<file path="src/rtl/pulse_counter_param_if.sv">
// pulse_counter_param_if
// Bundles the event input, control inputs and status outputs of
// pulse_counter_param. Clock and reset stay outside as plain ports.
//   master : drives pulse_in/enable/up_down/clear/load/load_value, observes status
//   slave  : the counter itself; consumes controls, drives count and flags
interface pulse_counter_param_if #(
  parameter int WIDTH = 4
);
  logic             pulse_in;
  logic             enable;
  logic             up_down;
  logic             clear;
  logic             load;
  logic [WIDTH-1:0] load_value;
  logic [WIDTH-1:0] count;
  logic             pulse_det;
  logic             at_max;
  logic             at_zero;
  logic             overflow;
  logic             underflow;

  modport master (
    output pulse_in, enable, up_down, clear, load, load_value,
    input  count, pulse_det, at_max, at_zero, overflow, underflow
  );

  modport slave (
    input  pulse_in, enable, up_down, clear, load, load_value,
    output count, pulse_det, at_max, at_zero, overflow, underflow
  );
endinterface

</file>
<file path="src/rtl/pulse_counter_param.sv">
// pulse_counter_param
// Counts qualified edges of an asynchronous pulse input. The input is passed
// through a SYNC_STAGES-deep synchronizer, edge-detected against a history
// flop, and each detected edge (rising, falling or both per EDGE_SEL) moves a
// WIDTH-bit up/down counter that either wraps or saturates at its limits.
// Ports:
//   clock   : system clock, all state on rising edge
//   reset_n : asynchronous active-low reset
//   bus     : slave side of pulse_counter_param_if
//             (pulse_in, enable, up_down, clear, load, load_value in;
//              count, pulse_det, at_max, at_zero, overflow, underflow out)
module pulse_counter_param #(
  parameter int WIDTH       = 4,
  parameter int SYNC_STAGES = 2,
  parameter int EDGE_SEL    = 0,
  parameter int SATURATE    = 0
) (
  input  logic                    clock,
  input  logic                    reset_n,
  pulse_counter_param_if.slave    bus
);

  localparam logic [WIDTH-1:0] MAX_VAL  = {WIDTH{1'b1}};
  localparam logic [WIDTH-1:0] ZERO_VAL = {WIDTH{1'b0}};
  localparam logic [WIDTH-1:0] ONE_VAL  = {{(WIDTH-1){1'b0}}, 1'b1};
  localparam logic [1:0]       EDGE_MODE = EDGE_SEL[1:0];
  localparam logic             SAT_EN    = (SATURATE != 0);

  logic [SYNC_STAGES-1:0] sync_q, sync_d;
  logic                   hist_q, hist_d;
  logic [WIDTH-1:0]       count_q, count_d;
  logic                   pulse_det_q, pulse_det_d;
  logic                   overflow_q, overflow_d;
  logic                   underflow_q, underflow_d;

  logic sync_s;
  logic rise_s;
  logic fall_s;
  logic det_s;

  // Synchronizer shift and edge detection on the synchronized level.
  always_comb begin
    sync_d = {sync_q[SYNC_STAGES-2:0], bus.pulse_in};
    sync_s = sync_q[SYNC_STAGES-1];
    hist_d = sync_s;
    rise_s = sync_s & ~hist_q;
    fall_s = ~sync_s & hist_q;
    case (EDGE_MODE)
      2'd0:    det_s = rise_s;
      2'd1:    det_s = fall_s;
      2'd2:    det_s = rise_s | fall_s;
      default: det_s = rise_s;
    endcase
  end

  // Next count and sticky flags; clear beats load beats counting.
  always_comb begin
    count_d     = count_q;
    overflow_d  = overflow_q;
    underflow_d = underflow_q;
    pulse_det_d = det_s;
    if (bus.clear) begin
      count_d     = ZERO_VAL;
      overflow_d  = 1'b0;
      underflow_d = 1'b0;
    end else if (bus.load) begin
      count_d = bus.load_value;
    end else if (det_s && bus.enable) begin
      if (bus.up_down) begin
        if (count_q == MAX_VAL) begin
          overflow_d = 1'b1;
          if (SAT_EN) begin
            count_d = count_q;
          end else begin
            count_d = ZERO_VAL;
          end
        end else begin
          count_d = count_q + ONE_VAL;
        end
      end else begin
        if (count_q == ZERO_VAL) begin
          underflow_d = 1'b1;
          if (SAT_EN) begin
            count_d = count_q;
          end else begin
            count_d = MAX_VAL;
          end
        end else begin
          count_d = count_q - ONE_VAL;
        end
      end
    end else begin
      count_d = count_q;
    end
  end

  // State registers; history restarts at 0 so a level held high through
  // reset release is seen as a fresh rising edge.
  always_ff @(posedge clock or negedge reset_n) begin
    if (!reset_n) begin
      sync_q      <= {SYNC_STAGES{1'b0}};
      hist_q      <= 1'b0;
      count_q     <= ZERO_VAL;
      pulse_det_q <= 1'b0;
      overflow_q  <= 1'b0;
      underflow_q <= 1'b0;
    end else begin
      sync_q      <= sync_d;
      hist_q      <= hist_d;
      count_q     <= count_d;
      pulse_det_q <= pulse_det_d;
      overflow_q  <= overflow_d;
      underflow_q <= underflow_d;
    end
  end

  assign bus.count     = count_q;
  assign bus.pulse_det = pulse_det_q;
  assign bus.overflow  = overflow_q;
  assign bus.underflow = underflow_q;
  assign bus.at_max    = (count_q == MAX_VAL);
  assign bus.at_zero   = (count_q == ZERO_VAL);

endmodule

</file>
<file path="src/flat_wrapper.sv">
// flat-port wrapper written by rule: the top's interface ports become plain ports
module pulse_counter_param_flat 
#(
  parameter int WIDTH       = 4,
  parameter int SYNC_STAGES = 2,
  parameter int EDGE_SEL    = 0,
  parameter int SATURATE    = 0
)
  (clock, reset_n, bus_pulse_in, bus_enable, bus_up_down, bus_clear, bus_load, bus_load_value, bus_count, bus_pulse_det, bus_at_max, bus_at_zero, bus_overflow, bus_underflow);
  pulse_counter_param_if #(.WIDTH(WIDTH)) bus_i ();
  input  logic clock;
  input  logic reset_n;
  input wire logic [$bits(bus_i.pulse_in)-1:0] bus_pulse_in;
  input wire logic [$bits(bus_i.enable)-1:0] bus_enable;
  input wire logic [$bits(bus_i.up_down)-1:0] bus_up_down;
  input wire logic [$bits(bus_i.clear)-1:0] bus_clear;
  input wire logic [$bits(bus_i.load)-1:0] bus_load;
  input wire logic [$bits(bus_i.load_value)-1:0] bus_load_value;
  output wire logic [$bits(bus_i.count)-1:0] bus_count;
  output wire logic [$bits(bus_i.pulse_det)-1:0] bus_pulse_det;
  output wire logic [$bits(bus_i.at_max)-1:0] bus_at_max;
  output wire logic [$bits(bus_i.at_zero)-1:0] bus_at_zero;
  output wire logic [$bits(bus_i.overflow)-1:0] bus_overflow;
  output wire logic [$bits(bus_i.underflow)-1:0] bus_underflow;
  assign bus_i.pulse_in = bus_pulse_in;
  assign bus_i.enable = bus_enable;
  assign bus_i.up_down = bus_up_down;
  assign bus_i.clear = bus_clear;
  assign bus_i.load = bus_load;
  assign bus_i.load_value = bus_load_value;
  assign bus_count = bus_i.count;
  assign bus_pulse_det = bus_i.pulse_det;
  assign bus_at_max = bus_i.at_max;
  assign bus_at_zero = bus_i.at_zero;
  assign bus_overflow = bus_i.overflow;
  assign bus_underflow = bus_i.underflow;
  pulse_counter_param #(.WIDTH(WIDTH), .SYNC_STAGES(SYNC_STAGES), .EDGE_SEL(EDGE_SEL), .SATURATE(SATURATE)) u_core (.clock(clock), .reset_n(reset_n), .bus(bus_i));
endmodule
</file>
<file path="config.mk">
export PLATFORM = sky130hd
export DESIGN_NAME = pulse_counter_param_flat
export DESIGN_NICKNAME = d
export VERILOG_FILES = /design/src/rtl/pulse_counter_param_if.sv /design/src/rtl/pulse_counter_param.sv /design/src/flat_wrapper.sv
export SDC_FILE = /design/constraint.sdc
export NUM_CORES = 1
export LEC_CHECK = 0
export ABC_CLOCK_PERIOD_IN_PS = 1500
export CORE_AREA = 2 2 39 41
export CTS_CLUSTER_DIAMETER = 100
export DETAILED_ROUTE_END_ITERATION = 10
export DIE_AREA = 0 0 41 43
export DONT_BUFFER_PORTS = 1
export GPL_TIMING_DRIVEN = 0
export PLACE_DENSITY = 0.59
export REMOVE_ABC_BUFFERS = 1
export SYNTH_ARGS = -nofsm -noshare
export SYNTH_HDL_FRONTEND = slang
export SYNTH_SLANG_ARGS = --single-unit
</file>
<file path="constraint.sdc">
create_clock -name clock -period 1.5 [get_ports clock]
set_input_delay 0.375 -clock clock [delete_from_list [all_inputs] [get_ports clock]]
set_output_delay 0.375 -clock clock [all_outputs]
set_load 0.01 [all_outputs]
</file>
Word-level counts from Yosys, hierarchy flattened
Index checks and enable logic that the tools add are counted.

operators by class
  add/subtract/negate cells = 2
  eq/ne operators = 3
  multiplexer cells = 16
  bitwise operators = 2
  reduce and logical (&&, ||, !) cells = 9

operator list
  kind                                                                      number
  4-bit two-way mux                                                         6
  1-bit two-way mux                                                         10
  4-bit AND reduction                                                       2
  2-bit nonzero test                                                        4
  4-bit by 1-bit adder with 4-bit output (second input constant)            1
  4-bit equality test (second input constant)                               1
  4-bit logical NOT                                                         1
  4-bit by 1-bit subtractor with 4-bit output (second input constant)       1
  3-bit nonzero test                                                        1
  2-bit by 1-bit inequality test with 1-bit output (second input constant)  1
  2-bit inequality test (second input constant)                             1
  1-bit bitwise AND                                                         1
  1-bit logical AND                                                         1
  1-bit NOT                                                                 1

word-level totals
  flip-flop bits (word level) = 10
  input port bits = 11
  logic and storage cells = 38

Depth between registers and ports, before layout
Gate-level depths: netlist of the first run.

  depth after elaboration = 6
  depth in mapped cells = 6
  depth with buffers taken out = 6

Worst setup path before layout of the first run
No wires, ideal clock.

  kind = reg2reg
  start = reg u_core.count_q[0] (netlist: u_core.bus.count[0])
  end = reg u_core.count_q[3] (netlist: u_core.bus.count[3])
  setup time = 0.127 ns
  arrival = 1.392 ns
  required time = 1.373 ns
  setup slack = -0.019 ns
  cell stages (with the launch flop) = 7
  clock period less this slack = 1.519 ns
  path through = dfrtp_1 inv_1 ha_1 o21bai_1 a221o_1 o211ai_2 a31oi_1

on the way
  cells in the longest elaborated chain, start to end = 6
  elaborated cells between the ends (all ways) = 10
  classes of those cells = add/sub (2); eq/ne (1); mux (6); reduce/logical (1)

ends and longest elaborated chain
  what                                                                 RTL line                                              source
  from (decl)                                                          pulse_counter_param.sv:31                             logic [WIDTH-1:0] count_q, count_d;
  from (signal assigned)                                               pulse_counter_param.sv:110                            count_q <= count_d;
  4-bit by 1-bit subtractor with 4-bit output (tied with other cells)  pulse_counter_param.sv:89                             count_d = count_q - ONE_VAL;
  4-bit two-way mux, on equally long branches                          pulse_counter_param.sv:81, pulse_counter_param.sv:70
  4-bit two-way mux *                                                  pulse_counter_param.sv:69                             if (bus.up_down) begin
  4-bit two-way mux *                                                  pulse_counter_param.sv:68                             end else if (det_s && bus.enable) begin
  4-bit two-way mux *                                                  pulse_counter_param.sv:66                             end else if (bus.load) begin
  4-bit two-way mux *                                                  pulse_counter_param.sv:62                             if (bus.clear) begin

Every way passes the cells marked *; elsewhere a longest branch is shown, timed or not. The select of a mux whose other input is x is not followed.
A chain may end at the register's enable or synchronous reset.

Worst setup path in the final report of the first run
  start = reg u_core.count_q[0] (netlist: u_core.bus.count[0])
  end = out bus_at_zero

on the way
  cells in the longest elaborated chain, start to end = 1

ends and longest elaborated chain
  what               RTL line                    source
  4-bit logical NOT  pulse_counter_param.sv:122  assign bus.at_zero = (count_q == ZERO_VAL);
  to (decl)          flat_wrapper.sv:22          output wire logic [$bits(bus_i.at_zero)-1:0] bus_at_zero;

No other way between the ends.

==> results of run 1 <==
-- area by class of cell --
| class | count | area share (%) |
|---|---|---|
| well taps | 16 | 3.10 |
| multi-input cells | 40 | 45.7 |
| inverters | 4 | 2.33 |
| repair buffers | 4 | 3.88 |
| clock buffers | 4 | 5.62 |
| flip-flops and latches | 10 | 39.3 |
-- timing repair --
item                                   CTS  global route
pin swaps                                1             0
setup endpoints to repair                7             6
setup buffers                            2             1
endpoints found under the hold margin   10             0
hold buffers                             1             0
gates resized for setup                 11             2
cloned                                   0             0
-- worst max path at each step --
stage,endpoint,start
3_5_place_dp,u_core.bus.count[3],u_core.bus.count[0]
3_3_place_gp,u_core.bus.count[3],u_core.bus.count[0]
4_1_cts,bus_at_zero,u_core.bus.count[1]
2_1_floorplan,u_core.bus.count[3],u_core.bus.count[0]
5_1_grt,bus_at_zero,u_core.bus.count[0]
6_report,bus_at_zero,u_core.bus.count[0]
-- synth_stat cells, types with 2 or more instances --
cell	n	area share [%]
inv_1	4	2.8
nand3_1	2	1.8
a21oi_1	3	2.8
or3_1	2	2.3
nor2_1	7	4.9
a31oi_1	4	4.6
nor3_1	2	1.8
dfrtp_1	10	46
ha_1	2	4.6
o21ai_0	2	1.8
-- registers in the layout (all words and copies together), names as in the netlist --
name and flops:
u_core.bus.overflow 1, u_core.bus.count 4, u_core.bus.underflow 1, u_core.sync_q 2
u_core.hist_q 1, u_core.bus.pulse_det 1
-- logic make-up after synthesis --
| logic type | after synthesis |
|---|---|
| adder cells (fa/ha/maj) | 2 |
| XOR/XNOR | 1 |
| buffers and inverters | 6 |
| flip-flops | 10 |
| AO/OA/AOI/OAI | 16 |
| AND/OR/NAND/NOR | 20 |
| multiplexers | 1 |
-- layer usage --
| metal | up-vias | GRT usage [%] | part of all wire (%) |
|---|---|---|---|
| li1 | 218 | - | - |
| met1 | 210 | 21.3 | 41 |
| met2 | 22 | 25.6 | 48 |
| met3 | 0 | 9.42 | 10 |
| met4 | 0 | 2.67 | 0 |
| met5 | - | 0 | 0 |
-- metrics by stage --
| stage | cells | instance area, um^2 | setup slack (ns) |
|---|---|---|---|
| 2_1_floorplan | 54 | 526 | -0.0193 |
| 3_3_place_gp | 70 | 546 | -0.163 |
| 3_5_place_dp | 70 | 546 | -0.157 |
| 4_1_cts | 77 | 634 | -0.101 |
| 5_1_grt | 78 | 646 | -0.172 |
| 6_report | 78 | 646 | -0.0942 |
-- worst max-delay path: cells and delay by family, from the launching register on --
kind,cells,cell delay [ns]
adders and majority gates,1,0.15
buffers and inverters,1,0.11
and+or+nand+nor,1,0.24
DFF,1,0.46
-- layout by cell type (no fill, tap or decap), types with 2 or more instances in the layout --
cell type  n
inv_1      2
buf_1      2
o21ai_0    2
clkbuf_4   3
a21oi_1    2
dfrtp_1    7
nor2_1     7
nand3_1    2
nor3_1     2
or3_1      2
inv_2      2
a31oi_1    4
dfrtp_2    3
-- power by group through the flow --
| stage | Combinational, mW | Clock, mW | Sequential [mW] |
|---|---|---|---|
| 3_3_place_gp | 0.0593 | 0 | 0.313 |
| 6_report | 0.0891 | 0.238 | 0.309 |
| 4_1_cts | 0.0854 | 0.246 | 0.309 |
| 3_5_place_dp | 0.0606 | 0 | 0.313 |
| 2_1_floorplan | 0.0529 | 0 | 0.307 |
| 5_1_grt | 0.102 | 0.262 | 0.312 |
==> flow_metrics.tcl, run 1 <==
set metrics [dict create \
    status "finished with violations" \
    failed_checks "negative setup slack" \
    grt_pass1_wl_um 2020 \
    clkSlewWorstSetupHoldPaths_ns 0.06 \
    start_util_pct 39.2 \
    fin_setup_tns_ns -0.181 \
    die-height_um 43 \
    synth_edf_count 0 \
    period_share_pct 106 \
    synth.avg_cell_area_um2 9.67 \
    gr-total-overflow 0 \
    hold_path.class "in2reg" \
    power.leakage_nw 0.273 \
    setup_viol 3 \
    worst_hold_startpoint "bus_pulse_in" \
    crit_chain "inv_2 -> ha_4 -> nor3b_4" \
    comb_power_share_pct 14.0 \
    clk_root_buffer_cell "clkbuf_4" \
    grt_antenna_before_repair 0 \
    critPathMaxFanout 6 \
    end_kind "output pin" \
    rrSetupSlack_ns 0 \
    worstPathRequired_ns 1.12 \
    rows 14 \
    layout-drive-gt1-share_pct 25.8 \
    cts_buffers 3 \
    final_nets 76 \
    clock_power_share_pct 37.4 \
    drc_errors 0 \
    synth.distinct_cells 28 \
    critPathSlowestCell "dfrtp_2" \
    max_cap_viol_count 0 \
    hpwl_um 843 \
    wire_per_inst_um 15.9 \
    worstMarginPinSlew_ns 0.438 \
    hold-path-cell-count 0 \
    yosys_warnings 0 \
    cts_tree "done" \
    grt_max_degree 11 \
    path_class "reg2out" \
    max_stage_delay_ns 0.46 \
    yosys.area_share.adder_pct 4.62 \
    die_area_mm2 0.00176 \
    cts_num_sinks 10 \
    fmax_ghz 0.627 \
    synth_compound_area_share_pct 20.6 \
    rr_endpoint "u_core.bus.count[0]" \
    netlist_area_um2 542 \
    cp-start-kind "register" \
    track_usage_pct 17.1 \
    power.internal_mw 0.476 \
    hold_ws_ns 0.140 \
    drt-total-wl_um 1240 \
    clock_latency_ns 0.26 \
    seq_area_um2 254 \
    synth-simple-area-share_pct 19.4 \
    io-pin-count 20 \
    grt_pass1_vias 507 \
    r2r_start "u_core.bus.count[0]" \
    num_vias 450 \
    fillers 136 \
    setup_ws_ns -0.0942 \
    total_power_mw 0.636 \
    slew_headroom_pct 70.7 \
    synth_top_family_by_area "compound AO/OA/AOI/OAI gates" \
    netlist_instances 56 \
    final_max_slew_viol_count 0 \
    finalHoldViolations 0 \
    gp_congestion 0.741 \
    multi_input_area_um2 295 \
    p_seq_share_pct 48.6 \
    rsz0062_at_grt "true" \
    swShare_pct 25.1 \
    finalClockSkew_ns 0.00675 \
    power_density_mw_per_mm2 985 \
    worst_r2r_path_depth 6 \
    area_growth_pct 19.2 \
    fp.dieW_um 41 \
    clockBufferDepth 2 \
    worstPathArrival_ns 1.22 \
    synth_xor_area_share_pct 1.62 \
    synth-async-reset-ratio_pct 100 \
    synth_top_flop_cell "dfrtp_1" \
    drtPass1Iterations 4 \
    fin_util_pct 46.7 \
    final_antenna_net_count 0 \
    ir_drop_v 0.000593 \
    finalCriticalPeriod_ns 1.59 \
    synthMuxAreaShare_pct 1.85 \
    antenna_cells 0 \
    ys_ff_latch 10 \
    core_area_mm2 0.00138 \
    synth_seq_area_share_pct 46.2 \
    holdPathEnd "u_core.sync_q[0]" \
    h-tree-depth 1 \
    port_buffers 0 \
    power_switching_mw 0.160 \
    drt_iter0_markers 11 \
    routed_via_density 5.77 \
]
Power figures use the tool's default switching activity.
==> run 2: changes to the inputs <==
Settings changed: ABC_CLOCK_PERIOD_IN_PS 1500 to 1350.
Clock period 1.5 ns to 1.35 ns, I/O delays scaled along.
==> run 2 against run 1 <==
Against the previous run:
- non-clock buffer count unchanged
- cell area increased by 0.78%
- the run still ends with negative setup slack left
- sequential power increased by 11%
- power increased by 11%
- first-iteration DRC count increased by 18%
- wire length about the same
- combinational power increased by 12%
- die area unchanged
==> flow_metrics.tcl, run 2 (synthesis results as in run 1) <==
set metrics [dict create \
    worstPathArrival_ns 1.23 \
    clockBufferDepth 2 \
    final_antenna_net_count 0 \
    area_growth_pct 20.1 \
    rsz0062_at_grt "true" \
    final_nets 76 \
    power_density_mw_per_mm2 1090 \
    cts_num_sinks 10 \
    status "finished with violations" \
    failed_checks "negative setup slack" \
    p_seq_share_pct 48.6 \
    ir_drop_v 0.000659 \
    layout-drive-gt1-share_pct 27.4 \
    dpl-instance-area_um2 546 \
    setup_viol 5 \
    dp_cells 70 \
    largest_reg_flops 4 \
    final_area_um2 651 \
    top_usage_layer "met2" \
    finalHoldViolations 0 \
    drt_iter0_markers 13 \
    track_usage_pct 17.1 \
    num_vias 456 \
    end_kind "output pin" \
    max_cap_viol_count 0 \
    drc_errors 0 \
    port_buffers 0 \
    grt_antenna_before_repair 0 \
    hpwl_um 843 \
    use_met1_pct 20.3 \
    power_switching_mw 0.177 \
    layout.cells.non_filler 78 \
    crit_chain "inv_2 -> ha_4 -> nor3b_4" \
    io-pin-count 20 \
    critPathSlowestCell "dfrtp_2" \
    hold_path.class "in2reg" \
    met2_usage_pct 25.0 \
    power.leakage_nw 0.273 \
    slew_headroom_pct 70.6 \
    met3_usage_pct 11.0 \
    total_power_mw 0.707 \
    worstMarginPinSlew_ns 0.440 \
    dp_slack_ns -0.307 \
    layout_common_cells "7 x nor2_1, 7 x dfrtp_1, 4 x a31oi_1" \
    gp_congestion 0.741 \
    core_area_mm2 0.00138 \
    critPathMaxFanout 7 \
    routed_via_density 5.85 \
    fmax_ghz 0.638 \
    drtPass1Iterations 4 \
    fin_setup_tns_ns -0.862 \
    path_class "reg2out" \
    die-height_um 43 \
    antenna_cells 0 \
    cts_tree "done" \
    setup_ws_ns -0.216 \
    finalCriticalPeriod_ns 1.57 \
    wire_per_inst_um 15.9 \
    rows 14 \
    finalClockSkew_ns 0.00576 \
    drt-total-wl_um 1240 \
    grt_max_degree 11 \
    max_stage_delay_ns 0.47 \
    final_max_slew_viol_count 0 \
    h-tree-depth 1 \
    clock_power_share_pct 37.2 \
    grt_pass1_wl_um 2030 \
    hold_ws_ns 0.103 \
    clkSlewWorstSetupHoldPaths_ns 0.06 \
    cts_buffers 3 \
    fin_util_pct 47.0 \
    swShare_pct 25.1 \
    gr-total-overflow 0 \
    clock_latency_ns 0.26 \
    clk_root_buffer_cell "clkbuf_4" \
    die_area_mm2 0.00176 \
    worstPathRequired_ns 1.01 \
    start_util_pct 39.2 \
    rrSetupSlack_ns -0.16 \
    period_share_pct 116 \
    comb_power_share_pct 14.2 \
    cp-start-kind "register" \
    grt_pass1_vias 512 \
    power.internal_mw 0.530 \
    fp.dieW_um 41 \
]
-- run 2: changes by cell type in the layout (fill, tap and decap cells not counted) --
cell / delta
a211oi_1: -1
a211oi_2: +1
-- run 2: path summary, 6_finish.rpt --
| check | startpoint | to | cells after the start |
|---|---|---|---|
| worst max-delay path | u_core.bus.count[0] | bus_at_zero | 3 |
| worst min-delay path | bus_pulse_in | u_core.sync_q[0] | 0 |
| worst max register to register | u_core.bus.count[0] | u_core.bus.count[0] | 6 |
| worst min register to register | u_core.sync_q[0] | u_core.sync_q[1] | 0 |
| max in group asynchronous | reset_n | u_core.bus.count[1] | 1 |
| min in group asynchronous | reset_n | u_core.bus.count[3] | 1 |
-- run 2: power groups by stage --
stage	logic (mW)	registers, mW	clock network [mW]
5_1_grt	0.114	0.347	0.291
4_1_cts	0.0945	0.344	0.274
3_3_place_gp	0.0659	0.347	0
2_1_floorplan	0.0587	0.341	0
6_report	0.100	0.344	0.263
3_5_place_dp	0.0674	0.348	0
-- run 2: layer usage --
layer	wire length (um)	part of all wire, %
met4	0	0
met3	152	12
met1	516	42
met5	0	0
met2	569	46
-- run 2: cell type report --
type                       instances  area, um^2
clock buffer                       4        36.3
timing repair buffer               4        25.0
sequential                        10         254
multi-input combinational         40         300
inverter                           4        15.0
fill                             134         733
tap                               16        20.0
-- run 2: timing repair --
item / in CTS / in global routing
setup endpoints to repair: 8 / 6
setup buffers: 2 / 1
pin swaps: 2 / 0
hold endpoints to repair: 10 / 0
gates resized for setup: 11 / 3
hold buffers: 1 / 0
-- run 2: critical path, delay by kind of cell, from the launching register on --
kind,cells,cell delay [ns]
adder cells (fa/ha/maj),1,0.15
buffers and inverters,1,0.11
flip-flops,1,0.47
AND/OR/NAND/NOR,1,0.24
==> run 3: changes to the inputs <==
==> constraint.sdc (replaced) <==
create_clock -name clock -period 1.35 [get_ports clock]
set_input_delay 0.27 -clock clock [delete_from_list [all_inputs] [get_ports clock]]
set_output_delay 0.27 -clock clock [all_outputs]
set_load 0.01 [all_outputs]
==> run 3 against run 2 <==
Against the previous run:
- the flow still finishes with violations (negative setup slack)
- cell area up 5.4%
- wire length up 6.5%
- power up 1.8%
- clock power up 2%
- critical endpoint is now u_core.bus.count[0]
- sequential cell count unchanged
- sequential share of layout area down 1.8 points
- cell count up 2.6%
- highest routed layer unchanged
==> flow_metrics.tcl, run 3 (synthesis results as in run 1) <==
set metrics [dict create \
    h-tree-depth 1 \
    gp_congestion 0.741 \
    worst_r2r_path_depth 6 \
    finalHoldViolations 0 \
    drt_iter0_markers 9 \
    status "finished with violations" \
    hpwl_um 843 \
    num_vias 488 \
    hold_ws_ns 0.0339 \
    grt_pass1_vias 514 \
    die-height_um 43 \
    seq_area_um2 255 \
    clkSlewWorstSetupHoldPaths_ns 0.06 \
    clockBufferDepth 2 \
    rrSetupSlack_ns -0.16 \
    drtPass1Iterations 4 \
    layout_common_cells "6 x nor2_1, 6 x dfrtp_1, 4 x a31oi_1, 4 x dfrtp_2" \
    hold_path.class "in2reg" \
    dpl-instance-area_um2 546 \
    start_util_pct 39.2 \
    critPathBufInv 1 \
    r2r_start "u_core.bus.count[1]" \
    layout-drive-gt1-share_pct 34.4 \
    slew_headroom_pct 69.8 \
    crit_path_start "u_core.bus.count[1]" \
    io-pin-count 20 \
    die_area_mm2 0.00176 \
    rr_endpoint "u_core.bus.count[0]" \
    dp_slack_ns -0.307 \
    layout.cells.non_filler 80 \
    clock_latency_ns 0.27 \
    port_buffers 0 \
    critPathSlowestCell "dfrtp_2" \
    largest_reg_flops 4 \
    core_area_mm2 0.00138 \
    grt_max_degree 11 \
    grt_antenna_before_repair 0 \
    track_usage_pct 17.0 \
    final_area_um2 686 \
    crit_chain "inv_2 -> ha_4 -> or3b_1 -> a21oi_2 -> nor4_1 -> nor3_1" \
    final_max_slew_viol_count 0 \
    power_density_mw_per_mm2 1050 \
    clk_root_buffer_cell "clkbuf_4" \
    failed_checks "negative setup slack" \
    max_stage_delay_ns 0.50 \
    cp-start-kind "register" \
    antenna_cells 0 \
    grt_pass1_wl_um 2010 \
    critical-path-top-delay-family "simple AND/OR/NAND/NOR gates" \
    cts_buffers 3 \
    period_share_pct 112 \
    gr-total-overflow 0 \
    area_growth_pct 26.6 \
    critPathMaxFanout 8 \
    routed_via_density 6.10 \
    fmax_ghz 0.660 \
    worstMarginPinSlew_ns 0.452 \
    finalCriticalPeriod_ns 1.51 \
    worstPathArrival_ns 1.69 \
    setup_ws_ns -0.165 \
    end_kind "register" \
    rows 14 \
    multi_input_area_um2 319 \
    drc_errors 0 \
    path_class "reg2reg" \
    rsz0062_at_grt "true" \
    ir_drop_v 0.000671 \
    max_cap_viol_count 0 \
    setup_viol 5 \
    cts_num_sinks 10 \
    critPathCapture "u_core.bus.count[0]" \
    fillers 138 \
    final_nets 78 \
    cts_tree "done" \
    power.leakage_nw 0.281 \
    final_antenna_net_count 0 \
    cp.depth 6 \
    dp_cells 70 \
    finalClockSkew_ns 0.00792 \
    wire_per_inst_um 16.5 \
    worstPathRequired_ns 1.53 \
    fp.dieW_um 41 \
    total_power_mw 0.720 \
    drt-total-wl_um 1320 \
]
run 3: changes by cell type in the layout (fill, tap and decap cells not counted), sizes merged:
cell,change
buf,+2
run 3: power breakdown:
group	leakage [nW]	internal, mW	switching (mW)
clock	0.0210	0.164	0.103
combinational	0.137	0.0557	0.0514
sequential	0.123	0.316	0.0311
total	0.281	0.535	0.185
run 3: worst min-delay path by stage:
stage | from | to | depth (start not counted)
floorplan | reset_n | u_core.bus.count[0] | 0
global placement | reset_n | u_core.bus.overflow | 0
detailed placement | reset_n | u_core.bus.underflow | 0
CTS | bus_pulse_in | u_core.sync_q[0] | 0
global route | bus_pulse_in | u_core.sync_q[0] | 0
finish | bus_pulse_in | u_core.sync_q[0] | 0
run 3: final cells by class:
cell class              count  share of cell area (%)
clock buffers               4                    5.29
inverters                   4                    2.19
multi-input cells          40                    46.5
flip-flops and latches     10                    37.2
well taps                  16                    2.92
repair buffers              6                    5.84
run 3: layer usage:
metal	vias to the layer above	wire length (um)	global-route usage [%]
li1	224	-	-
met2	25	645	24.7
met4	0	0	4.00
met1	239	518	20.3
met5	-	0	0
met3	0	154	11.0
run 3: what timing repair did:
item                                    CTS  global route
hold endpoints to repair                 10             0
pin swaps                                 2             3
hold buffers                              1             0
cloned                                    0             0
endpoints found under the setup margin    8             6
resized for setup                        11             6
setup buffers                             2             3
run 3: metrics by stage:
stage	TNS, ns	util, %
6_report	-0.627	49.5
5_1_grt	-1.06	49.5
4_1_cts	-0.706	45.8
3_5_place_dp	-1.46	39.4
3_3_place_gp	-1.39	39.4
2_1_floorplan	-0.535	-
run 3: worst register-to-register path, stage by stage (launching register included):
cell and delay, ns:
dfrtp_2 0.50, inv_2 0.10, ha_4 0.14, or3b_1 0.36, a21oi_2 0.15, nor4_1 0.07, nor3_1 0.12
